[src/rtl/sort_net_pipe.sv]
// Fully pipelined odd-even transposition sorting network with valid/ready flow control.
// Optional macro SORT_FULL_OUT_EN adds the sorted_flat port carrying the whole ascending vector.
module sort_net_pipe #(
   parameter int unsigned WIDTH = 8,
   parameter int unsigned N     = 9
) (
   input  logic               clk,
   input  logic               rst,
   input  logic               in_valid,
   output logic               in_ready,
   input  logic [N*WIDTH-1:0] x_flat,
   output logic               out_valid,
   input  logic               out_ready,
   output logic [WIDTH-1:0]   median,
   output logic [WIDTH-1:0]   min_val,
   output logic [WIDTH-1:0]   max_val,
   output logic [15:0]        out_count
`ifdef SORT_FULL_OUT_EN
   ,
   output logic [N*WIDTH-1:0] sorted_flat
`endif
);

   if ((N % 2) == 0 || N < 3 || N > 15 || WIDTH < 1 || WIDTH > 32) begin : g_bad_param
      $error("sort_net_pipe: N must be odd in 3..15 and WIDTH in 1..32");
   end

   localparam int unsigned MED_IDX = (N - 1) / 2;

   // One odd-even transposition step; the lower index keeps the smaller value.
   function automatic logic [N*WIDTH-1:0] cx_stage(input logic [N*WIDTH-1:0] v,
                                                   input int unsigned      parity);
      logic [N*WIDTH-1:0] r;
      logic [WIDTH-1:0]   a;
      logic [WIDTH-1:0]   b;
      r = v;
      for (int unsigned i = 0; i + 1 < N; i++) begin
         if ((i % 2) == parity) begin
            a = v[i*WIDTH +: WIDTH];
            b = v[(i+1)*WIDTH +: WIDTH];
            if (a > b) begin
               r[i*WIDTH +: WIDTH]     = b;
               r[(i+1)*WIDTH +: WIDTH] = a;
            end
         end
      end
      return r;
   endfunction

   logic [N*WIDTH-1:0] data_q [N];
   logic [N*WIDTH-1:0] data_d [N];
   logic [N-1:0]       valid_q;
   logic [N-1:0]       valid_d;
   logic [15:0]        out_count_q;
   logic [15:0]        out_count_d;
   logic               advance;
   logic               deliver;

   assign out_valid = valid_q[N-1];
   assign advance   = !out_valid || out_ready;
   assign in_ready  = advance;
   assign deliver   = out_valid && out_ready;

   // NOTE: always_comb uses blocking assignments and gives every target a value on
   // every path, so no latch is inferred.
   always_comb begin
      data_d[0]   = cx_stage(x_flat, 0);
      valid_d[0]  = in_valid && in_ready;
      for (int unsigned r = 1; r < N; r++) begin
         data_d[r]  = cx_stage(data_q[r-1], r % 2);
         valid_d[r] = valid_q[r-1];
      end
      out_count_d = deliver ? out_count_q + 16'd1 : out_count_q;
   end

   // NOTE: data registers are reset too, so that outputs read zero after reset rather
   // than whatever a discarded vector left behind; non-blocking assignments throughout.
   always_ff @(posedge clk or posedge rst) begin
      if (rst) begin
         for (int unsigned r = 0; r < N; r++) data_q[r] <= '0;
         valid_q     <= '0;
         out_count_q <= '0;
      end else begin
         if (advance) begin
            for (int unsigned r = 0; r < N; r++) data_q[r] <= data_d[r];
            valid_q <= valid_d;
         end
         out_count_q <= out_count_d;
      end
   end

   assign median    = data_q[N-1][MED_IDX*WIDTH +: WIDTH];
   assign min_val   = data_q[N-1][0 +: WIDTH];
   assign max_val   = data_q[N-1][(N-1)*WIDTH +: WIDTH];
   assign out_count = out_count_q;
`ifdef SORT_FULL_OUT_EN
   assign sorted_flat = data_q[N-1];
`endif

endmodule

[config.mk]
export PLATFORM = sky130hd
export DESIGN_NAME = sort_net_pipe
export DESIGN_NICKNAME = d
export VERILOG_FILES = /design/src/rtl/sort_net_pipe.sv
export SDC_FILE = /design/constraint.sdc
export NUM_CORES = 2
export LEC_CHECK = 0
export ABC_AREA = 1
export CELL_PAD_IN_SITES_DETAIL_PLACEMENT = 1
export CELL_PAD_IN_SITES_GLOBAL_PLACEMENT = 2
export CORE_MARGIN = 2
export CORE_UTILIZATION = 36
export CTS_BUF_LIST = sky130_fd_sc_hd__clkbuf_8 sky130_fd_sc_hd__clkbuf_16
export CTS_CLUSTER_SIZE = 28
export DETAILED_ROUTE_END_ITERATION = 7
export GPL_ROUTABILITY_DRIVEN = 0
export GPL_TIMING_DRIVEN = 1
export PLACE_DENSITY = 0.79
export SLEW_MARGIN = 10
export SYNTH_ARGS = -nofsm -noshare
export SYNTH_HDL_FRONTEND = slang
export SYNTH_SLANG_ARGS = --single-unit
[constraint.sdc]
create_clock -name clk -period 24.1 [get_ports clk]
set_input_delay 3.615 -clock clk [delete_from_list [all_inputs] [get_ports clk]]
set_output_delay 3.615 -clock clk [all_outputs]
set_load 0.05 [all_outputs]
==> impl_metrics.toml <==
[run_status]
status = "finished clean"

[sta]
worst_pin_slew_ns = 1.18
setup_violations = 0
clock.fmax_mhz = 102
fin_setup_tns_ns = 0
skew_ns = 0.0290
timing.final.ws_setup_ns = 14.29
rsz0062_at_grt = "false"
max_slew_margin = 0.211
hold_violations = 0
drv_slew = 0
fin_crit_ns = 9.81
finalCritPeriodShare = 0.407

[setup_path]
cp-startpoint = "out_ready"
end_kind = "primary output"
arrival_ns = 6.19
timing.rr.start = "valid_q[8]$_DFFE_PP0N_"
crit_type = "in -> out"
required_ns = 20.48
reg2reg_slack_ns = 20.18
crit_fanout = 127
r2r-end = "data_q[475]$_DFFE_PP0N_"
crit_path_start_kind = "input port"
worstRegToRegCells = 8

[pwr]
p_int_mw = 3.51
power_density_nw_per_um2 = 169
p_leak_nw = 22.7
switchingPower_mw = 3.34
fin_total_pwr_mw = 6.85
comb_power_share = 0.555
p_clk_frac = 0.170
peakVddDrop_mv = 0.0752
swShare = 0.488
pwr-share-seq = 0.275

[grt]
grt_pass1_wl_um = 166000
antenna_found_initial = 0
grt_pass1_vias = 32300
overflow = 0
grt_util_all_layers = 0.192
grt_max_degree = 206

[clock_tree]
clk_path_buf_depth = 3
tritoncts = "built"
cts_buffers = 74
clk_latency_ns = 0.64
cts_hold_buf = 0
post_cts_resize_count = 0
path_clk_slew_ns = 0.06
postCtsSetupBuffers = 0
htree_levels = 3
clkSinkCount = 593
ctsRootBufferMaster = "clkbuf_16"

[hold_path]
hold_path_depth = 2
hold_path_end = "valid_q[8]$_DFFE_PP0N_"
hp-class = "reg -> reg"
min_from = "valid_q[7]$_DFFE_PP0N_"

[synthesis]
ys_ff_latch = 593
synth.most_common_cell = "nand2_1"
async_reset_ff_frac = 1.00
synth_edf_count = 0
synth_area_sq_um = 36300
netlist.area_leader.share = 0.409
synth_area_leaders = "dfrtp_1 41%, nand2_1 20%, nand3_1 14%"
ys_warn_count = 0
syn_nets = 5403
syn_avg_cell_area_sq_um = 7.18
yosys.area.top_type = "dfrtp_1"
yosysUniqueCellTypes = 25
yosysSeqAreaShare = 0.409
synth_common_cells = "1921 x nand2_1, 997 x nand3_1, 667 x inv_1"
netlist_instances = 5054
ys.flop_type = "dfrtp_1"

[route]
routedWlPerCell_um = 15.2
vias_per_cell = 4.92
drc_errors = 0
via_count = 31400
routed_wirelength_um = 97000
drtIter0Drc = 1698
postRouteAntennaNets = 0
drt_pass1_iterations = 7

[cells_and_area]
fin_area_sq_um = 40600
n_fill_cell = 12500
area_growth_pct = 12.0
n_antenna_cell = 0
register_area_sq_um = 14800
drive_gt1_frac = 0.0423
final_cells = 6380
multiInputGateArea_sq_um = 17800
layout.nets = 5378

[floorplan]
rows = 116
die_w_um = 321
start_util = 0.363
ios = 118
die_h_um = 321
core-area_sq_um = 100000
dieArea_sq_um = 103000

[place]
numPortBuffers = 117
hpwl_um = 67700
dpl-instance-area_sq_um = 38100
dp_cells = 6251
place_ws_ns = 14.22

[run]
cap_violations = 0
## cell families after synthesis
group           synth area share
fa+ha+maj                 0.0942
flops                      0.409
mux                     0.000310
buf+inv                    0.101
simple gates               0.367
compound gates            0.0257
xor+xnor                 0.00314
## final cells by class
type	instances	area share
Sequential cell	593	0.365
Timing Repair Buffer	134	0.0326
Clock inverter	33	0.00841
Multi-Input combinational cell	3557	0.437
Inverter	669	0.0622
Clock buffer	96	0.0544
Tap cell	1298	0.0400
## cells in the final DEF (no fill, tap or decap), types with 8 or more instances in the layout
cell type and instances:
a21oi_1 70, clkbuf_16 79, nand2_2 45, nand4_2 28
o21ai_0 65, a21o_1 34, clkinv_2 8, inv_1 678
nor2_1 96, nand2_1 1921, ha_1 273, buf_4 15
clkbuf_8 17, dfrtp_1 593, clkdlybuf4s50_1 117, nand3_1 997
## per-stage QoR
stage / util / hold WS, ns
floorplan: - / 0.420
global placement: 0.381 / 0.432
detailed placement: 0.381 / 0.442
CTS: 0.406 / 0.451
global route: 0.406 / 0.475
finish: 0.406 / 0.444
## worst max path at each step
stage | endpoint | cells after the start
after floorplan | data_d[208]$_DFFE_PP0N_ | 1
after global placement | in_ready | 5
after detailed placement | in_ready | 5
after CTS | in_ready | 5
after global routing | in_ready | 5
final | in_ready | 5
## registers in the layout, summed over array words and instances, names as in the netlist
register	cells
out_count	16
valid_q	9
median	8
data_d	64
data_q	480
min_val	8
max_val	8
## power groups by stage
| stage | Combinational (mW) | Clock, mW | Sequential [mW] |
|---|---|---|---|
| after CTS | 3.89 | 1.21 | 1.90 |
| after global placement | 3.75 | 0 | 1.90 |
| final | 3.80 | 1.16 | 1.89 |
| after detailed placement | 3.86 | 0 | 1.91 |
| after global routing | 4.51 | 1.24 | 1.96 |
| after floorplan | 3.00 | 0 | 1.80 |
## worst max-delay path: stages
cell and delay [ns]:
clkdlybuf4s50_1 0.56, nor2_4 0.05, buf_4 0.38, inv_8 0.63
clkdlybuf4s50_1 0.93
## routing by layer
| layer | up-vias | global-route usage | share of wire |
|---|---|---|---|
| met5 | - | 0 | 0 |
| met2 | 295 | 0.317 | 0.46 |
| met1 | 15100 | 0.267 | 0.49 |
| met4 | 0 | 0.0490 | 0.019 |
| li1 | 15900 | - | - |
| met3 | 112 | 0.0220 | 0.025 |
(Power assumes the default switching activity.)
